File: src/rtl/add3_pkg.sv
// Shared types for the 3-bit adder result capture path.
package add3_pkg;

  localparam int unsigned SUM_W = 3;

  // One captured adder result: carry-out above the 3-bit sum.
  typedef struct packed {
    logic             cout;
    logic [SUM_W-1:0] sum;
  } add3_result_t;

endpackage : add3_pkg

File: src/rtl/add3_fifo_core.sv
// Storage, pointers and occupancy for the result FIFO; no handshake logic here.
module add3_fifo_core
  import add3_pkg::*;
#(
  parameter int unsigned DEPTH = 4,
  localparam int unsigned PTR_W = $clog2(DEPTH),
  localparam int unsigned LVL_W = $clog2(DEPTH) + 1
) (
  input  logic               clk,
  input  logic               rst_n,
  input  logic               push_i,
  input  add3_result_t       wdata_i,
  input  logic               pop_i,
  output add3_result_t       rdata_o,
  output logic               full_o,
  output logic               empty_o,
  output logic [LVL_W-1:0]   level_o
);

  localparam logic [LVL_W-1:0] FULL_LVL = LVL_W'(DEPTH);

  add3_result_t           mem_q [DEPTH];
  logic [PTR_W-1:0]       wr_ptr_q, wr_ptr_d;
  logic [PTR_W-1:0]       rd_ptr_q, rd_ptr_d;
  logic [LVL_W-1:0]       level_q, level_d;

  // Next pointer and occupancy values from the push/pop strobes.
  always_comb begin
    wr_ptr_d = wr_ptr_q;
    rd_ptr_d = rd_ptr_q;
    level_d  = level_q;
    if (push_i) wr_ptr_d = wr_ptr_q + PTR_W'(1);
    if (pop_i)  rd_ptr_d = rd_ptr_q + PTR_W'(1);
    if (push_i && !pop_i)      level_d = level_q + LVL_W'(1);
    else if (pop_i && !push_i) level_d = level_q - LVL_W'(1);
  end

  // Pointer/level registers and storage; reset clears every entry.
  always_ff @(posedge clk or negedge rst_n) begin
    if (!rst_n) begin
      wr_ptr_q <= '0;
      rd_ptr_q <= '0;
      level_q  <= '0;
      for (int unsigned i = 0; i < DEPTH; i++) mem_q[i] <= '0;
    end else begin
      wr_ptr_q <= wr_ptr_d;
      rd_ptr_q <= rd_ptr_d;
      level_q  <= level_d;
      if (push_i) mem_q[wr_ptr_q] <= wdata_i;
    end
  end

  assign rdata_o = mem_q[rd_ptr_q];
  assign full_o  = (level_q == FULL_LVL);
  assign empty_o = (level_q == '0);
  assign level_o = level_q;

endmodule : add3_fifo_core

File: src/rtl/add3_result_fifo.sv
// Capture stage for adder results: FIFO handshake plus running total and sticky carry.
module add3_result_fifo
  import add3_pkg::*;
#(
  parameter int unsigned DEPTH = 4,
  parameter int unsigned ACC_W = 6
) (
  input  logic                       clk,
  input  logic                       rst_n,
  input  logic                       in_valid,
  input  logic [SUM_W-1:0]           in_sum,
  input  logic                       in_cout,
  output logic                       in_ready,
  output logic                       out_valid,
  input  logic                       out_ready,
  output add3_result_t               out_data,
  output logic [$clog2(DEPTH):0]     level,
  output logic [ACC_W-1:0]           acc_total,
  output logic                       carry_seen,
  input  logic                       clr_stats
);

  add3_result_t     push_data;
  logic             push, pop;
  logic             full, empty;
  logic [ACC_W-1:0] acc_q, acc_d;
  logic             carry_q, carry_d;

  assign push_data = '{cout: in_cout, sum: in_sum};
  assign in_ready  = !full;
  assign out_valid = !empty;
  assign push      = in_valid && in_ready;
  assign pop       = out_valid && out_ready;

  add3_fifo_core #(
    .DEPTH(DEPTH)
  ) u_core (
    .clk     (clk),
    .rst_n   (rst_n),
    .push_i  (push),
    .wdata_i (push_data),
    .pop_i   (pop),
    .rdata_o (out_data),
    .full_o  (full),
    .empty_o (empty),
    .level_o (level)
  );

  // Statistics next state: a clear zeroes first, then the same-cycle push folds in.
  always_comb begin
    acc_d   = clr_stats ? '0 : acc_q;
    carry_d = clr_stats ? 1'b0 : carry_q;
    if (push) begin
      acc_d   = acc_d + ACC_W'(push_data);
      carry_d = carry_d | in_cout;
    end
  end

  // Statistics registers.
  always_ff @(posedge clk or negedge rst_n) begin
    if (!rst_n) begin
      acc_q   <= '0;
      carry_q <= 1'b0;
    end else begin
      acc_q   <= acc_d;
      carry_q <= carry_d;
    end
  end

  assign acc_total  = acc_q;
  assign carry_seen = carry_q;

endmodule : add3_result_fifo

File: config.mk
export PLATFORM = sky130hd
export DESIGN_NAME = add3_result_fifo
export DESIGN_NICKNAME = d
export VERILOG_FILES = /design/src/rtl/add3_pkg.sv /design/src/rtl/add3_fifo_core.sv /design/src/rtl/add3_result_fifo.sv
export SDC_FILE = /design/constraint.sdc
export NUM_CORES = 1
export LEC_CHECK = 0
export CAP_MARGIN = 15
export CORE_MARGIN = 4
export CORE_UTILIZATION = 65
export DETAILED_ROUTE_END_ITERATION = 7
export DONT_BUFFER_PORTS = 1
export GPL_TIMING_DRIVEN = 0
export PLACE_DENSITY = 0.88
export SLEW_MARGIN = 0
export SYNTH_ARGS = -nofsm -noshare
export SYNTH_HDL_FRONTEND = slang
export SYNTH_SLANG_ARGS = --single-unit
File: constraint.sdc
create_clock -name clk -period 5.2 [get_ports clk]
set_input_delay 0.26 -clock clk [delete_from_list [all_inputs] [get_ports clk]]
set_output_delay 0.26 -clock clk [all_outputs]
set_load 0.02 [all_outputs]
==> metrics.cfg, run 1 <==
[status]
outcome = finished clean

[power]
internal-power_mw = 0.634
share_seq_of_total_power = 0.442
ir_drop_uv = 504
p_total_mw = 1.03
p_sw_mw = 0.400
p_leak_nw = 0.809
p_per_area_nw_per_um2 = 608
switching_share = 0.387
power_frac_comb = 0.438
pwr-share-clk = 0.121

[finish]
fin_cells = 153
diodes = 0
final_util = 0.748
nNetsFinal = 145
areaGrowthSynthToFinish_pct = 6.91
final_layout_size_suffix_gt1_frac = 0.288

[routing]
drc = 0
wirelength_um = 2740
dr.pass1.iters = 4
viasPerCell = 5.88
ant_nets = 0
drt_iter0_drc = 23
vias = 900
drt-wirelength-per-cell_um = 17.9

[clock_network]
cts_buffer_depth = 2
clkSlewWorstSetupHoldPaths_ns = 0.09
cts_buffers = 5
cts_resized = 0
cts_tree = done
cts_num_sinks = 30
root_buffer = clkbuf_4
htreeDepth = 2
clkLatencyLatePin_ns = 0.33

[job]
cap_violations = 0

[logic_synthesis]
yosys-top-cells-area = dfrtp_1, mux2_4, ha_1
dominantRegCellSynth = dfrtp_1
synth-edff-count = 0
netlist_top_cells_count = dfrtp_1, mux2_2, ha_1, mux2_4, inv_1
avgSynthCellArea_um2 = 13.7
ys_types = 28
async_flop_share = 1.00
syn_inst = 116
yosys.area.top_type_share = 0.471
ys_warn_count = 0
synth_nets = 136
synth_top_cell_by_area = dfrtp_1
syn_area_um2 = 1590
synth.most_common_cell = dfrtp_1
synth_seq_area_share = 0.471
synth_seq_cells = 30

[setup_path]
path_cells = or3b_4 > nand2_4 > inv_4 > buf_12 > ha_1 > inv_1 > fa_1 > mux2_2
crit_path_end_kind = flop
crit_slowest_cell = dfrtp_1
crit_required_ns = 5.42
path_buf_inv = 3
cp_max_fo = 10
max_stage_delay_ns = 0.52
cp.arrival_ns = 2.68
startpoint = u_core.level_o[0]$_DFFE_PN0P_
r2r-start = u_core.level_o[0]$_DFFE_PN0P_
cp_top_family = simple AND/OR/NAND/NOR gates
critPathLaunchType = flop
critical_path_class = reg -> reg

[die]
start_util = 0.700
core_um2 = 2280
rows = 17
io_pins = 25
die_w_um = 57.5
die_h_um = 57.5
fp.dieArea_um2 = 3310

[grt]
grt_pass1_vias = 1011
grt_pass1_wl_um = 4790
antenna_found_initial = 0
grt_max_degree = 31
grt_use_total = 0.198
gr-total-overflow = 0

[timing]
hold_violations = 0
rsz0062_at_grt = false
layout_min_cycle_time_ns = 2.46
skew_ns = 0.00676
slew_headroom = 0.703
clock.fmax_mhz = 407
tns_ns = 0
drv_slew = 0
finalCritPeriodShare = 0.473
tightest_slew_ns = 0.446
setup_viol = 0

[placement]
port_buffers = 0
dp_cells = 144
dp_hpwl_um = 2080
place_congestion = 0.771

[hold_path]
min-delay-start = clr_stats
min_path_type = in -> reg

-- path summary, 6_finish.rpt --
check	to	slack [ns]	depth (start not counted)
setup / recovery	u_core.level_o[1]$_DFFE_PN0P_	2.74	8
hold / removal	carry_seen$_DFF_PN0_	0.02	1
setup reg to reg	u_core.level_o[1]$_DFFE_PN0P_	2.74	8
hold reg to reg	u_core.mem_q[14]$_DFFE_PN0P_	0.51	1
max in group asynchronous	u_core.mem_q[14]$_DFFE_PN0P_	4.67	2
min in group asynchronous	carry_seen$_DFF_PN0_	0.36	2
-- logic make-up (layout without fill, tap and decap cells) --
kind of cell	count (synthesis)	after routing	synth area share
fa+ha+maj	11	11	0.0958
buf+inv	10	19	0.0354
xor+xnor	8	8	0.0440
simple gates	22	22	0.0841
mux	25	25	0.225
flops	30	30	0.471
compound gates	10	10	0.0440
-- final cells by class --
cell class / instances / area, um^2
Clock buffer: 7 / 45.0
Tap cell: 28 / 35.0
Sequential cell: 30 / 751
Fill cell: 150 / 573
Multi-Input combinational cell: 76 / 786
Inverter: 8 / 32.5
Buffer: 2 / 23.8
Timing Repair Buffer: 2 / 30.0
-- cells in the final DEF (no fill, tap or decap), types with 2 or more instances in the layout --
master | Yosys | final
nand2_1 | 6 | 6
xnor2_1 | 6 | 6
dfrtp_1 | 30 | 30
o21ai_0 | 4 | 4
mux2_4 | 9 | 9
a211oi_1 | 2 | 2
nor2_1 | 3 | 3
clkbuf_1 | 1 | 3
nor2b_1 | 6 | 6
inv_1 | 7 | 7
nand2_4 | 3 | 3
clkbuf_4 | 0 | 5
mux2_2 | 10 | 10
fa_1 | 2 | 2
mux4_2 | 4 | 4
xor2_1 | 2 | 2
buf_12 | 1 | 2
ha_1 | 9 | 9
-- power by group through the flow --
stage | Clock (mW) | Combinational [mW] | Sequential, mW
after floorplan | 0 | 0.393 | 0.436
after detailed placement | 0 | 0.452 | 0.462
after global routing | 0.140 | 0.496 | 0.472
final | 0.125 | 0.453 | 0.457
after CTS | 0.128 | 0.461 | 0.458
after global placement | 0 | 0.428 | 0.453
-- registers in the layout (all words and copies together) (netlist names) --
register / count
u_core.rd_ptr_q: 2
acc_total: 6
u_core.level_o: 3
u_core.mem_q: 16
u_core.wr_ptr_q: 2
carry_seen: 1
-- layer usage --
layer	part of all wire	global-route usage	wire, um	vias up
met2	0.49	0.321	1340	21
met5	0	0	0	-
met3	0.057	0.0792	157	6
met4	0.019	0.0762	51	0
met1	0.44	0.235	1190	457
li1	-	-	-	416
-- stage by stage --
| step | hold slack, ns | instance area [um^2] | setup WS (ns) |
|---|---|---|---|
| finish | 0.0199 | 1700 | 2.74 |
| global route | 0.00442 | 1700 | 2.65 |
| CTS | 0.0205 | 1700 | 2.72 |
| detailed placement | -0.0347 | 1630 | 2.73 |
| global placement | -0.0348 | 1630 | 2.80 |
| floorplan | -0.0356 | 1590 | 2.89 |
-- worst reg2reg max path: cells and delay by family, from the launching register on --
family | cells | cell delay, ns
buffers and inverters | 3 | 0.28
flip-flops | 1 | 0.52
adder cells (fa/ha/maj) | 2 | 0.63
AND/OR/NAND/NOR | 2 | 0.65
multiplexers | 1 | 0.27
-- timing repair --
item	CTS	global route
hold endpoints to repair	30	0
buffers inserted	0	0
hold buffers	2	0
(Power assumes the default switching activity.)
==> run 2: changes to the inputs <==
--- a/config.mk
+++ b/config.mk
@@ -7,11 +7,11 @@
 export LEC_CHECK = 0
 export CAP_MARGIN = 15
 export CORE_MARGIN = 4
-export CORE_UTILIZATION = 65
+export CORE_UTILIZATION = 62
 export DETAILED_ROUTE_END_ITERATION = 7
 export DONT_BUFFER_PORTS = 1
 export GPL_TIMING_DRIVEN = 0
-export PLACE_DENSITY = 0.88
+export PLACE_DENSITY = 0.85
 export SLEW_MARGIN = 0
 export SYNTH_ARGS = -nofsm -noshare
 export SYNTH_HDL_FRONTEND = slang
==> constraint.sdc (replaced) <==
create_clock -name clk -period 2.5 [get_ports clk]
set_input_delay 0.125 -clock clk [delete_from_list [all_inputs] [get_ports clk]]
set_output_delay 0.125 -clock clk [all_outputs]
set_load 0.02 [all_outputs]
==> metrics.cfg, run 2 (synthesized netlist as in run 1, its figures left out) <==
[timing]
tightest_slew_ns = 0.484
layout_min_cycle_time_ns = 2.41
setup_viol = 0
tns_ns = 0
slew_headroom = 0.677
hold_violations = 0
drv_slew = 0
rsz0062_at_grt = false
clock.fmax_mhz = 415
skew_ns = 0.00858
finalCritPeriodShare = 0.964
whs_ns = 0.0556

[grt]
antenna_found_initial = 0
grt_pass1_wl_um = 5000
grt_max_degree = 31
gr-total-overflow = 0
grt_pass1_vias = 1014
grt_use_total = 0.201

[routing]
vias = 935
ant_nets = 0
drt-wirelength-per-cell_um = 17.4
drt_iter0_drc = 26
drc = 0
dr.pass1.iters = 4
viasPerCell = 5.67
wirelength_um = 2870

[clock_network]
cts_num_sinks = 30
cts_buffer_depth = 2
cts_buffers = 5
root_buffer = clkbuf_4
htreeDepth = 2
clkLatencyLatePin_ns = 0.33
cts_tree = done
clkSlewWorstSetupHoldPaths_ns = 0.08
cts_setup_buffers = 0

[power]
p_leak_nw = 0.864
ir_drop_uv = 851
p_per_area_nw_per_um2 = 1230

[finish]
final_layout_size_suffix_gt1_frac = 0.311
final_cell_mix = dfrtp_1, mux2_2, dlygate4sd3_1
final_util = 0.747
nNetsFinal = 154
largest-register = u_core.mem_q
final_common_cell = dfrtp_1
diodes = 0
largest_reg_flops = 16
areaGrowthSynthToFinish_pct = 15.1

[setup_path]
critical_path_class = reg -> reg
cp_max_fo = 10
critPathLaunchType = flop
cp.arrival_ns = 2.63
max_stage_delay_ns = 0.48
crit_slowest_cell = dfrtp_2
crit_required_ns = 2.72
startpoint = u_core.level_o[1]$_DFFE_PN0P_
r2r-start = u_core.level_o[1]$_DFFE_PN0P_
path_cells = or3b_4 > nand2_4 > inv_4 > buf_12 > ha_1 > inv_1 > fa_1 > mux2_2
crit_path_end_kind = flop

[placement]
place_congestion = 0.699
port_buffers = 0
dp_hpwl_um = 2030

[die]
die_w_um = 58.7
fp.dieArea_um2 = 3440
die_h_um = 58.7
io_pins = 25
rows = 18
core_um2 = 2450
start_util = 0.649

[status]
outcome = finished clean

[hold_path]
min-delay-start = in_sum[0]
min_path_type = in -> reg

[job]
cap_violations = 0

## run 2: layout make-up
class	instances	area, um^2
Fill cell	165	622
Clock buffer	8	78.8
Timing Repair Buffer	11	120
Sequential cell	30	754
Multi-Input combinational cell	76	786
Inverter	8	32.5
Tap cell	30	37.5
Buffer	2	23.8
## run 2: timing repair
action	CTS	global route
resized for setup	0	3
hold buffers	10	1
endpoints found under the setup margin	0	2
endpoints found under the hold margin	51	1
## run 2: power by group
group / internal, mW / switching [mW] / leakage (nW)
combinational: 0.510 / 0.430 / 0.460
clock: 0.192 / 0.165 / 0.0446
sequential: 0.719 / 0.239 / 0.360
## run 2: per-stage QoR
stage / power [mW] / instances / area [um^2] / setup WS (ns)
2_1_floorplan: 1.72 / 116 / 1590 / 0.190
3_3_place_gp: 1.83 / 146 / 1630 / 0.104
3_5_place_dp: 1.88 / 146 / 1630 / 0.0255
4_1_cts: 2.27 / 164 / 1820 / 0.00941
5_1_grt: 2.41 / 165 / 1830 / 0.0123
6_report: 2.25 / 165 / 1830 / 0.0908
## run 2: per-layer routing
| layer | vias up | GRT usage | share of wire |
|---|---|---|---|
| met5 | - | 0 | 0 |
| met4 | 0 | 0.0680 | 0.013 |
| met3 | 4 | 0.0877 | 0.067 |
| met2 | 25 | 0.330 | 0.51 |
| met1 | 469 | 0.236 | 0.41 |
| li1 | 437 | - | - |
## run 2: critical path: cells and delay by family, from the launching register on
kind,cells,cell delay (ns)
adders and majority gates,2,0.65
buffers and inverters,3,0.29
DFF,1,0.48
muxes,1,0.27
and+or+nand+nor,2,0.62
## run 2: final timing paths
| check | to | slack, ns | cells after the start |
|---|---|---|---|
| max in group asynchronous | u_core.level_o[1]$_DFFE_PN0P_ | 2.09 | 2 |
| min in group asynchronous | u_core.mem_q[13]$_DFFE_PN0P_ | 0.23 | 2 |
| max reg2reg | u_core.level_o[1]$_DFFE_PN0P_ | 0.09 | 8 |
| min | acc_total[0]$_DFF_PN0_ | 0.06 | 2 |
| max | u_core.level_o[1]$_DFFE_PN0P_ | 0.09 | 8 |
| min reg2reg | u_core.mem_q[12]$_DFFE_PN0P_ | 0.51 | 1 |
